--- src/rtl/int_entry_ctrl.sv ---
// IRQ/FIQ exception-entry sequencer: samples latched requests at an instruction
// boundary and issues acknowledge, SPSR/LR/CPSR banking and the vector jump.
module int_entry_ctrl #(
    parameter logic [31:0] VEC_IRQ = 32'h0000_0018,
    parameter logic [31:0] VEC_FIQ = 32'h0000_001C
) (
    input  logic        clk,
    input  logic        Rst,
    input  logic        INT_fiq,
    input  logic        INT_irq,
    input  logic        Instr_done,
    input  logic [31:0] PC_next,
    input  logic [31:0] CPSR,
    output logic        INTA_fiq,
    output logic        INTA_irq,
    output logic        Busy,
    output logic [4:0]  Int_mode,
    output logic        SPSR_write,
    output logic [31:0] SPSR_data,
    output logic        LR_write,
    output logic [31:0] LR_data,
    output logic        CPSR_write,
    output logic [31:0] CPSR_data,
    output logic        PC_write,
    output logic [31:0] PC_data,
    output logic [1:0]  dbg_state
);

    localparam logic [4:0] MODE_FIQ = 5'b10001;
    localparam logic [4:0] MODE_IRQ = 5'b10010;

    typedef enum logic [1:0] {
        S_IDLE = 2'd0,
        S_ACK  = 2'd1,
        S_SAVE = 2'd2,
        S_JUMP = 2'd3
    } state_t;

    state_t      state_q, state_d;
    logic        is_fiq_q, is_fiq_d;
    logic [31:0] cap_cpsr_q, cap_cpsr_d;
    logic [31:0] cap_pc_q, cap_pc_d;

    logic        take_fiq;
    logic        take_irq;
    logic [4:0]  mode;
    logic [31:0] new_cpsr;

    always_ff @(posedge clk or posedge Rst) begin
        if (Rst) begin
            state_q    <= S_IDLE;
            is_fiq_q   <= 1'b0;
            cap_cpsr_q <= 32'd0;
            cap_pc_q   <= 32'd0;
        end else begin
            state_q    <= state_d;
            is_fiq_q   <= is_fiq_d;
            cap_cpsr_q <= cap_cpsr_d;
            cap_pc_q   <= cap_pc_d;
        end
    end

    // Handshake: Instr_done is a one-cycle strobe honoured only in IDLE; the
    // matching INTA_* is a one-cycle acknowledge issued the following cycle.
    // There is no back-pressure in either direction.
    always_comb begin
        state_d    = state_q;
        is_fiq_d   = is_fiq_q;
        cap_cpsr_d = cap_cpsr_q;
        cap_pc_d   = cap_pc_q;
        take_fiq   = INT_fiq && !CPSR[6];
        take_irq   = INT_irq && !CPSR[7];
        case (state_q)
            S_IDLE: begin
                if (Instr_done && (take_fiq || take_irq)) begin
                    state_d    = S_ACK;
                    is_fiq_d   = take_fiq;
                    cap_cpsr_d = CPSR;
                    cap_pc_d   = PC_next;
                end
            end
            S_ACK:   state_d = S_SAVE;
            S_SAVE:  state_d = S_JUMP;
            S_JUMP:  state_d = S_IDLE;
            default: state_d = S_IDLE;
        endcase
    end

    // Moore output decode: only state and captured registers feed the outputs.
    always_comb begin
        mode         = is_fiq_q ? MODE_FIQ : MODE_IRQ;
        new_cpsr     = cap_cpsr_q;
        new_cpsr[4:0] = mode;
        new_cpsr[5]  = 1'b0;
        new_cpsr[7]  = 1'b1;
        if (is_fiq_q) begin
            new_cpsr[6] = 1'b1;
        end

        Busy       = 1'b0;
        INTA_fiq   = 1'b0;
        INTA_irq   = 1'b0;
        Int_mode   = 5'd0;
        SPSR_write = 1'b0;
        SPSR_data  = 32'd0;
        LR_write   = 1'b0;
        LR_data    = 32'd0;
        CPSR_write = 1'b0;
        CPSR_data  = 32'd0;
        PC_write   = 1'b0;
        PC_data    = 32'd0;

        case (state_q)
            S_ACK: begin
                Busy     = 1'b1;
                Int_mode = mode;
                INTA_fiq = is_fiq_q;
                INTA_irq = !is_fiq_q;
            end
            S_SAVE: begin
                Busy       = 1'b1;
                Int_mode   = mode;
                SPSR_write = 1'b1;
                SPSR_data  = cap_cpsr_q;
                LR_write   = 1'b1;
                LR_data    = cap_pc_q + 32'd4;
                CPSR_write = 1'b1;
                CPSR_data  = new_cpsr;
            end
            S_JUMP: begin
                Busy     = 1'b1;
                Int_mode = mode;
                PC_write = 1'b1;
                PC_data  = is_fiq_q ? VEC_FIQ : VEC_IRQ;
            end
            default: begin
                Busy = 1'b0;
            end
        endcase
    end

    assign dbg_state = state_q;

endmodule

--- config.mk ---
export PLATFORM = sky130hd
export DESIGN_NAME = int_entry_ctrl
export DESIGN_NICKNAME = d
export VERILOG_FILES = /design/src/rtl/int_entry_ctrl.sv
export SDC_FILE = /design/constraint.sdc
export NUM_CORES = 1
export LEC_CHECK = 0
export BUFFER_PORTS_ARGS = -buffer_cell sky130_fd_sc_hd__buf_2
export CORE_MARGIN = 4
export CORE_UTILIZATION = 30
export CTS_BUF_LIST = sky130_fd_sc_hd__clkbuf_8 sky130_fd_sc_hd__clkbuf_16
export CTS_CLUSTER_SIZE = 12
export DETAILED_ROUTE_END_ITERATION = 10
export SETUP_SLACK_MARGIN = 0.2
export SLEW_MARGIN = 20
export SYNTH_ARGS = -nofsm -noshare
export SYNTH_HDL_FRONTEND = slang
export SYNTH_SLANG_ARGS = --single-unit
--- constraint.sdc ---
create_clock -name clk -period 2.3 [get_ports clk]
set_clock_uncertainty 0.1 [all_clocks]
set_input_delay 0 -clock clk [delete_from_list [all_inputs] [get_ports clk]]
set_output_delay 0 -clock clk [all_outputs]
set_load 0.005 [all_outputs]
==> flow_summary.json <==
{
  "drt_iter0_drc": 142,
  "root_buffer": "clkbuf_16",
  "worstPathMaxFanout": 7,
  "netlist_instances": 394,
  "dpl.cell_count": 710,
  "cts_sinks": 67,
  "fp.dieW_um": 125,
  "cp_slowest_cell": "or4_4",
  "start_kind": "flop",
  "setup_viol": 12,
  "fmax_ghz": 0.410,
  "min_path_type": "input pin to flop",
  "cts_buffers": 9,
  "ios": 211,
  "synth_area_per_cell_um2": 10.4,
  "whs_ns": 0.0619,
  "crit_chain": "nand4_1, or4_4, buf_12, or4_4, a21oi_2, buf_2",
  "coreArea_um2": 13300,
  "cp.required_ns": 2.20,
  "ant_nets": 0,
  "cts.htree.levels": 3,
  "cp.arrival_ns": 2.34,
  "drive_gt1_share_pct": 51.2,
  "grt_pass1_wl_um": 19300,
  "dieHeight_um": 125,
  "grt_usage_pct": 15.0,
  "fin_area_um2": 6200,
  "hold_viol_final": 0,
  "overflow": 0,
  "path_common_cell": "or4_4",
  "gp_congestion": 0.791,
  "cp-endpoint": "LR_data[27]",
  "status": "finished with violations",
  "maxSlewViolCount": 0,
  "cp-end-kind": "output pin",
  "finalCritPeriodShare_pct": 106,
  "finish.net_count": 709,
  "diodes": 0,
  "wl_um": 11800,
  "synth_warnings": 0,
  "die_area_um2": 15500,
  "violations": "setup timing",
  "p_leak_nw": 3.08,
  "utilization_pct": 46.7,
  "cellPowerDensity_nw_per_um2": 1100,
  "dr.pass1.iters": 4,
  "drv_cap": 0,
  "vias_per_cell": 4.50,
  "stdcell_count": 815,
  "portBuffers": 176,
  "rows": 42,
  "max_stage_delay_ns": 0.62,
  "yosysSeqAreaShare_pct": 41.1,
  "ys_ff_latch": 67,
  "grt_pass1_vias": 3893,
  "grt_max_degree": 41,
  "period_needed_ns": 2.44,
  "crit_start": "cap_pc_q[14]",
  "start_util_pct": 30.7,
  "reg2reg_from": "dbg_state[0]",
  "path_clk_slew_ns": 0.06,
  "r2r-end": "cap_cpsr_q[15]",
  "dpl_cell_area_um2": 4900,
  "route.detailed.drc": 0,
  "worst_skew_pair.late_latency_ns": 0.32,
  "fin_ws_ns": -0.137,
  "r2r_cells": 5,
  "vdd_drop_max_v": 0.000526,
  "r2r_slack_ns": 0.46,
  "grt_antenna_before_repair": 0,
  "cts_tree": "yes",
  "synthDistinctLibCells": 29,
  "clk_path_buf_depth": 2,
  "dpl.hpwl_um": 8310,
  "power_mw": 6.81,
  "cp_num_buf_inv": 2,
  "wire_per_inst_um": 14.5,
  "syn_area_um2": 4080,
  "area_delta_synth_final_pct": 52.0,
  "worstSetupPathType": "flop to output pin",
  "crit_family": "simple AND/OR/NAND/NOR gates",
  "cp_num_cells": 6,
  "rsz0062_at_grt": "yes",
  "vias": 3664
}
## report_power, final
group	internal [mW]	total (mW)	switching, mW	leakage, nW
Combinational	1.78	3.23	1.45	2.14
Clock	0.780	1.29	0.514	0.141
Sequential	1.78	2.28	0.497	0.802
Total	4.35	6.81	2.46	3.08
## worst register-to-register path, delay by kind of cell (launching register included)
kind,cells,cell delay [ns]
compound gates,1,0.23
flops,1,0.40
fa+ha+maj,1,0.22
mux,1,0.38
buf+inv,2,0.39
## worst min path at each step
stage              from             end  cells after the start
2_1_floorplan  CPSR[25]  cap_cpsr_q[25]                      1
3_3_place_gp        Rst     cap_pc_q[2]                      2
3_5_place_dp        Rst     cap_pc_q[2]                      2
4_1_cts         INT_fiq        is_fiq_q                      3
5_1_grt         INT_fiq        is_fiq_q                      3
6_report        INT_fiq        is_fiq_q                      3
## cells in the final DEF (no fill, tap or decap), drive strengths merged, types with 7 or more instances in the layout
cell / n
mux2: 66
o21ai: 7
nand2: 13
nor2: 14
dfrtp: 67
dlygate4sd3: 66
or4: 14
clkbuf: 11
a21oi: 18
inv: 9
o31ai: 12
nand3: 8
buf: 211
conb: 34
nand4: 8
and2: 39
## stage by stage
step,TNS (ns),setup slack [ns]
after floorplan,0,0.230
after global placement,0,0.116
after detailed placement,0,0.0747
after CTS,-0.645,-0.0952
after global routing,-2.11,-0.209
final,-1.13,-0.137
## routing by layer
metal	global-route usage (%)	vias to the layer above	part of all wire [%]
met5	0	-	0
met4	4.84	0	1.9
met3	4.33	20	7.9
met2	26.7	162	50
met1	17.4	1733	40
li1	-	1749	-
## synth_stat cells
master    count  area share [%]
nor2b_1       4            0.61
and4_1        4            0.86
o31ai_1      12             2.2
conb_1        1           0.092
o211ai_1      1            0.18
nand3_1       8            0.98
or4_1        14             2.6
xnor2_1       4            0.86
mux2i_1       1            0.25
buf_2         1            0.12
inv_1         9            0.83
a21oi_1      18             2.2
or2_2         1            0.15
nand2_1      13             1.2
nor2_1       14             1.3
or3_1         6            0.92
clkbuf_1     15             1.4
buf_6         1            0.28
nand4_1       7             1.1
nor3_1        2            0.25
and3_1        1            0.15
o21ai_0       7            0.86
nand4_2       1            0.31
buf_4        65              12
mux2_2       66              18
dfrtp_1      67              41
xor2_1        6             1.3
and2_1       39             6.0
ha_1          6             1.8
## logic make-up after synthesis
kind of cell	count (synthesis)	synth area share, %
AO/OA/AOI/OAI	38	5.46
flip-flops	67	41.1
adder cells (fa/ha/maj)	6	1.84
XOR/XNOR	10	2.15
other	1	0.0919
AND/OR/NAND/NOR	114	16.3
multiplexers	67	18.5
buffers and inverters	91	14.6
## timing repair
item,in CTS,in global routing
cloned,2,0
hold buffers,66,0
endpoints found under the hold margin,117,0
pin swaps,29,5
buffers inserted,18,3
resized for setup,18,20
endpoints found under the setup margin,18,20
## registers in the layout, indices dropped and copies added, names as in the netlist
| name | cells |
|---|---|
| cap_cpsr_q | 32 |
| cap_pc_q | 32 |
| dbg_state | 2 |
| is_fiq_q | 1 |
## layout make-up
class	instances	area (um2)
clock buffer	11	253
clock inverter	5	27.5
fill	1251	7090
inverter	9	33.8
multi-input combinational	269	2050
sequential	67	1680
tap	176	220
timing repair buffer	278	1930
Power figures use the tool's default switching activity.
